<file path="src/rtl/shift_pkg.sv">
// Shared encodings and constants for the iterative operand shifter.
package shift_pkg;

    typedef enum logic [1:0] {
        SH_LSL = 2'b00,
        SH_LSR = 2'b01,
        SH_ASR = 2'b10,
        SH_ROR = 2'b11
    } sh_type_e;

    typedef enum logic [1:0] {
        ST_IDLE  = 2'b00,
        ST_SHIFT = 2'b01,
        ST_DONE  = 2'b10
    } state_e;

    localparam int unsigned SH_MAX_STEPS = 33;
    localparam int unsigned CNT_W        = 6;

endpackage

</file>
<file path="src/rtl/shift_step.sv">
// One-bit shift step: LSL/LSR/ASR/ROR. For ROR the incoming MSB comes from fill,
// which allows the same step to perform RRX.
module shift_step
    import shift_pkg::*;
#(
    parameter int unsigned WIDTH = 32
) (
    input  logic [WIDTH-1:0] value,
    input  sh_type_e         sh_type,
    input  logic             fill,
    output logic [WIDTH-1:0] next_value,
    output logic             bit_out
);

    always_comb begin
        next_value = value;
        bit_out    = value[0];
        case (sh_type)
            SH_LSL: begin
                next_value = {value[WIDTH-2:0], 1'b0};
                bit_out    = value[WIDTH-1];
            end
            SH_LSR: next_value = {1'b0, value[WIDTH-1:1]};
            SH_ASR: next_value = {value[WIDTH-1], value[WIDTH-1:1]};
            SH_ROR: next_value = {fill, value[WIDTH-1:1]};
            default: next_value = value;
        endcase
    end

endmodule

</file>
<file path="src/rtl/iter_shifter.sv">
// Iterative ARM-style register shifter feeding ALU operand B and shiftCout.
// Optional SHIFT_RRX_EN adds the rrx input for single-step rotate-right-extended.
module iter_shifter
    import shift_pkg::*;
#(
    parameter int unsigned WIDTH   = 32,
    parameter int unsigned SHAMT_W = 8
) (
    input  logic               clk,
    input  logic               rst_n,
    input  logic               start_valid,
    output logic               start_ready,
    input  logic [WIDTH-1:0]   data_in,
    input  logic [SHAMT_W-1:0] shamt,
    input  logic [1:0]         shtype,
    input  logic               c_in,
    output logic               out_valid,
    input  logic               out_ready,
    output logic [WIDTH-1:0]   dout,
    output logic               shift_cout
`ifdef SHIFT_RRX_EN
    ,
    input  logic               rrx
`endif
);

    state_e           state_q, state_d;
    logic [WIDTH-1:0] val_q;
    logic             carry_q;
    sh_type_e         type_q;
    logic [CNT_W-1:0] count_q;
    logic [CNT_W-1:0] n_eff;
    logic             accept;
    logic [WIDTH-1:0] step_val;
    logic             step_out;
    logic             step_fill;
`ifdef SHIFT_RRX_EN
    logic             rrx_q;
`endif

    assign accept      = start_valid && start_ready;
    assign start_ready = (state_q == ST_IDLE);
    assign out_valid   = (state_q == ST_DONE);
    assign dout        = val_q;
    assign shift_cout  = carry_q;

    always_comb begin
        n_eff = '0;
        if (sh_type_e'(shtype) == SH_ROR) begin
            if ((shamt[4:0] == '0) && (shamt != '0))
                n_eff = CNT_W'(32);
            else
                n_eff = CNT_W'(shamt[4:0]);
        end else if (shamt > SHAMT_W'(SH_MAX_STEPS)) begin
            n_eff = CNT_W'(SH_MAX_STEPS);
        end else begin
            n_eff = CNT_W'(shamt);
        end
`ifdef SHIFT_RRX_EN
        if ((sh_type_e'(shtype) == SH_ROR) && (shamt == '0) && rrx)
            n_eff = CNT_W'(1);
`endif
    end

`ifdef SHIFT_RRX_EN
    assign step_fill = rrx_q ? carry_q : val_q[0];
`else
    assign step_fill = val_q[0];
`endif

    shift_step #(.WIDTH(WIDTH)) u_step (
        .value      (val_q),
        .sh_type    (type_q),
        .fill       (step_fill),
        .next_value (step_val),
        .bit_out    (step_out)
    );

    always_ff @(posedge clk or negedge rst_n) begin
        if (!rst_n) state_q <= ST_IDLE;
        else        state_q <= state_d;
    end

    // A zero count still passes through SHIFT for one idle cycle so the
    // result always appears max(N,1) edges after accept.
    always_comb begin
        state_d = state_q;
        case (state_q)
            ST_IDLE:  if (accept) state_d = ST_SHIFT;
            ST_SHIFT: if (count_q <= CNT_W'(1)) state_d = ST_DONE;
            ST_DONE:  if (out_ready) state_d = ST_IDLE;
            default:  state_d = ST_IDLE;
        endcase
    end

    always_ff @(posedge clk or negedge rst_n) begin
        if (!rst_n) begin
            val_q   <= '0;
            carry_q <= 1'b0;
            type_q  <= SH_LSL;
            count_q <= '0;
`ifdef SHIFT_RRX_EN
            rrx_q   <= 1'b0;
`endif
        end else if (accept) begin
            val_q   <= data_in;
            carry_q <= c_in;
            type_q  <= sh_type_e'(shtype);
            count_q <= n_eff;
`ifdef SHIFT_RRX_EN
            rrx_q   <= rrx && (sh_type_e'(shtype) == SH_ROR) && (shamt == '0);
`endif
        end else if ((state_q == ST_SHIFT) && (count_q != '0)) begin
            val_q   <= step_val;
            carry_q <= step_out;
            count_q <= count_q - CNT_W'(1);
        end
    end

endmodule
</file>
<file path="config.mk">
export PLATFORM = sky130hd
export DESIGN_NAME = iter_shifter
export DESIGN_NICKNAME = d
export VERILOG_FILES = /design/src/rtl/shift_pkg.sv /design/src/rtl/shift_step.sv /design/src/rtl/iter_shifter.sv
export SDC_FILE = /design/constraint.sdc
export NUM_CORES = 1
export LEC_CHECK = 0
export CORE_UTILIZATION = 42
export DETAILED_ROUTE_END_ITERATION = 10
export PLACE_DENSITY = 0.77
export SYNTH_ARGS = -nofsm -noshare
export SYNTH_HDL_FRONTEND = slang
export SYNTH_SLANG_ARGS = --single-unit
</file>
<file path="constraint.sdc">
create_clock -name clk -period 1.69 [get_ports clk]
set_input_delay 0.2535 -clock clk [delete_from_list [all_inputs] [get_ports clk]]
set_output_delay 0.2535 -clock clk [all_outputs]
set_load 0.05 [all_outputs]
</file>
### Word-level counts from Yosys, hierarchy flattened

Cells that the tools add are included.

* add/sub/neg operators: 1
* order comparisons: 2
* equal/unequal tests: 10
* multiplexer cells: 15
* reductions and logical operators: 11

Operators by type and width (number)
* case mux 32 bit (4 select lines): 1
* two-way mux 32 bit: 2
* two-way mux 6 bit: 5
* equality test 2 bit, second input constant: 4
* greater-than comparator 8 x 6 -> 1 bit, second input constant: 1
* nonzero test 8 bit: 1
* <= comparator 6 x 1 -> 1 bit, second input constant: 1
* two-way mux 2 bit: 3
* case mux 2 bit (3 select lines): 1
* nonzero test 6 bit: 1
* subtractor 6 x 1 -> 6 bit, second input constant: 1
* zero test 5 bit: 1
* equality test 2 x 1 -> 1 bit, second input constant: 2
* zero test 2 bit: 2
* != test 2 x 1 -> 1 bit, second input constant: 2
* != test 2 bit, second input constant: 2
* logical AND 1 bit: 3
* two-way mux 1 bit: 3
* AND reduction 3 bit: 1
* AND reduction 2 bit: 1
* nonzero test 2 bit: 1

* bits in registers: 43
* input port bits: 47
* output and inout bits: 35
* logic and storage cells: 45

### Depth between registers and ports, before layout

* word-level depth: 5
* gate-level depth with buffers: 7
* depth with buffers taken out: 6

### Modules after synthesis

From an unflattened synthesis, not the netlist that was laid out.

* cell total of the unflattened synthesis: 288
* area total of the unflattened synthesis: 2526.2 um2

Modules (own cells, without submodules)
* iter_shifter: instances 1, cells an instance 250, area each 2098.3 um2, sequential area each 1076.0 um2
* shift_step: instances 1, cells an instance 38, area each 427.9 um2, sequential area each 0.0 um2

### Worst setup path after synthesis

Ideal clock, no wire load.

* path type: reg-to-reg
* from: register count_q[0]
* to: register val_q[26] (netlist: dout[26])
* library setup time: 0.125 ns
* data arrival time: 1.636 ns
* required time: 1.565 ns
* path slack: -0.071 ns
* stages on the path, launching flop included: 7
* path buffers: 1
* period minus slack after synthesis: 1.761 ns
* cell sequence: dfrtp_1 inv_1 ha_1 nor3b_2 a31oi_2 buf_2 mux2_2

* cells in the longest elaborated chain, start to end: 3

RTL lines
* start: declaration: RTL line iter_shifter.sv:31 `logic [CNT_W-1:0] count_q;`
* start signal: assignment: RTL line iter_shifter.sv:109 `count_q <= n_eff;`
* start signal: assignment: RTL line iter_shifter.sv:116 `count_q <= count_q - CNT_W'(1);`
* nonzero test 6 bit: RTL line iter_shifter.sv:113 `end else if ((state_q == ST_SHIFT) && (count_q != '0)) begin`
* logical AND 1 bit: RTL line iter_shifter.sv:113
* nonzero test 2 bit (no line)
* end signal: assignment: RTL line iter_shifter.sv:106 `val_q <= data_in;`
* end signal: assignment: RTL line iter_shifter.sv:114 `val_q <= step_val;`
* end: declaration: RTL line iter_shifter.sv:28 `logic [WIDTH-1:0] val_q;`

No other way between the ends.
A chain may end at the register's enable or synchronous reset.

### Final worst setup path

* from: register count_q[0]
* to: register val_q[12] (netlist: dout[12])

The elaborated chain is that of the path after synthesis.

==> impl_metrics.json <==
{
  "status": "completed",
  "cts-buffers-inserted": 5,
  "endpoint": "dout[12]",
  "grt_pass1_vias": 2193,
  "stdcell_area_um2": 3737,
  "synth_edf_count": 0,
  "synth_cell_types": 38,
  "r2r_end": "dout[12]",
  "min_path_type": "in2reg",
  "die_h_um": 80.23,
  "insertion_delay_ps": 290,
  "slew_violations": 0,
  "gpl.final_weighted_congestion": 0.7928,
  "yosysTopAreaCellShare": 0.4187,
  "num_antenna_cells": 0,
  "final_layout_size_suffix_gt1_frac": 0.2521,
  "synthTopCellsByCount": "dfrtp_1, nand2_1, mux2i_1, mux2_1, o21ai_0",
  "grt_max_degree": 32,
  "worstPathMaxFanout": 20,
  "post_layout_nonfiller_instances": 428,
  "cts_root_buf": "clkbuf_8",
  "cts_tree": "yes",
  "fmax_ghz": 0.6007,
  "drc": 0,
  "core_um2": 5921,
  "cap_violations": 0,
  "rr_worst_depth": 6,
  "initialDrtViolationCount": 65,
  "hold_slack_ps": 347.7,
  "tightest_slew_ps": 542.3,
  "grt_setup_unrepaired": "yes",
  "place_inst": 419,
  "wire_per_inst_um": 13.75,
  "min_period_over_period": 0.9850,
  "p_per_area_nw_per_um2": 2275,
  "drtAntennaViolNets": 0,
  "vias_per_cell": 5.266,
  "cp-end-kind": "flop",
  "route.vias.total": 2254,
  "cellLeakagePower_nw": 1.723,
  "track_usage": 0.1937,
  "async_reset_ff_frac": 1.000,
  "hold_start": "shamt[2]",
  "h-tree-depth": 2,
  "period_needed_ps": 1665,
  "slew_headroom": 0.6385,
  "chipWidth_um": 80.23,
  "netlist_instances": 259,
  "finalHoldViolations": 0,
  "critPathKind": "reg2reg",
  "synth_area_leaders": "dfrtp_1, mux2i_1, mux2_1",
  "clock-sinks": 43,
  "syn_area_um2": 2570,
  "rows": 28,
  "areaGrowthSynthToFinish_pct": 45.42,
  "avgSynthCellArea_um2": 9.923,
  "fin_nets": 402,
  "syn_nets": 308,
  "ys.flop_type": "dfrtp_1",
  "ios": 82,
  "utilization": 0.6312,
  "cp.arrival_ps": 1820,
  "skew_ps": 9.916,
  "dr.pass1.iters": 4,
  "yosysTopAreaCell": "dfrtp_1",
  "detailed_place_hpwl_um": 4330,
  "ir_drop_mv": 1.087,
  "io_buffers": 81,
  "grt_pass1_wl_um": 9818,
  "setup_viol": 0,
  "initial_core_util": 0.4341,
  "crit_start": "count_q[0]",
  "r2r-start": "count_q[0]",
  "cts_buffer_depth": 2,
  "synth_seq_area_share": 0.4187,
  "synth_warnings": 0,
  "die_area_um2": 6436,
  "ys_seq_elements": 43,
  "place_area_um2": 3556,
  "required_ps": 1850,
  "overflow": 0,
  "drt_wl_total_um": 5885,
  "start_kind": "flop",
  "r2r_slack_ps": 30,
  "antenna_found_initial": 0,
  "synth_most_common_cell": "dfrtp_1",
  "cts.clk_slew.worst_paths_ps": 80
}
final cells by class:
| cell class | count | area (um^2) |
|---|---|---|
| clock buffer | 6 | 72.57 |
| clock inverter | 1 | 30.03 |
| fill | 511 | 2183 |
| inverter | 4 | 15.01 |
| multi-input combinational | 194 | 1454 |
| sequential | 43 | 1076 |
| tap | 75 | 93.84 |
| timing repair buffer | 105 | 996.0 |
what timing repair did:
item                                    in CTS  in global routing
hold buffers                                 1                  0
gates cloned                                 0                  0
pin swaps                                    1                  4
endpoints found under the setup margin       9                 36
buffers inserted                             1                  0
gates resized for setup                      1                 16
endpoints found under the hold margin       21                  0
layout by cell type, fill, tap and decap left out, types with 2 or more instances in the layout:
master	netlist	layout
dfrtp_1	43	43
o21bai_1	2	2
clkdlybuf4s50_1	0	42
nand3_1	2	2
nor3b_4	0	2
nand2_1	42	42
mux2i_1	31	31
buf_12	0	7
o211ai_1	2	2
a2bb2oi_1	2	2
mux2_1	26	16
a21oi_1	10	10
buf_4	1	51
clkbuf_8	0	5
dlymetal6s2s_1	0	3
nand2b_1	2	2
nor3b_1	2	2
o21ai_0	22	22
mux2_4	0	10
or3_1	2	2
a21o_1	2	2
o21ai_1	13	13
inv_1	4	4
mux2_2	5	5
nor2_1	11	10
per-stage QoR:
stage                     TNS [ps]  power [mW]  worst slack [ps]
after floorplan                  0       5.765             1.070
after global placement       -4955       7.346            -327.6
after detailed placement     -5672       7.478            -367.5
after CTS                        0       8.295             6.308
after global routing        -621.8       9.078            -61.11
final                            0       8.501             25.37
sequential cells by signal, summed over array words and instances, names as in the netlist:
name        cells
state_q         2
shift_cout      1
type_q          2
count_q         6
dout           32
worst min path at each step:
stage	end	slack [ps]	depth (start not counted)
after global placement	dout[12]	260	1
final	count_q[2]	350	4
after CTS	dout[8]	490	2
after floorplan	count_q[0]	-40	0
after global routing	count_q[3]	380	4
after detailed placement	dout[12]	260	1
power breakdown:
group	switching [mW]	internal (mW)
combinational	3.11	2.51
clock	0.328	0.433
sequential	0.551	1.56
total	3.99	4.51
critical path: stages, from the launching register on:
cell and delay [ps]:
dfrtp_1 400, inv_1 70, ha_2 170, nor3b_4 230
a31oi_4 150, buf_12 190, mux2_1 320
routing by layer:
layer	vias to the layer above	GRT usage	wire length [um]
met5	-	0	0
met3	10	0.03864	295
li1	1109	-	-
met4	0	0.04821	81
met1	1064	0.2430	2690
met2	71	0.3393	2818
logic make-up after synthesis:
family,after synthesis,share of synthesized area
flops,43,0.4187
buf+inv,22,0.04528
compound gates,62,0.1485
mux,62,0.2566
simple gates,68,0.1212
fa+ha+maj,2,0.009736
No activity file was read; power rests on OpenSTA's default activity.
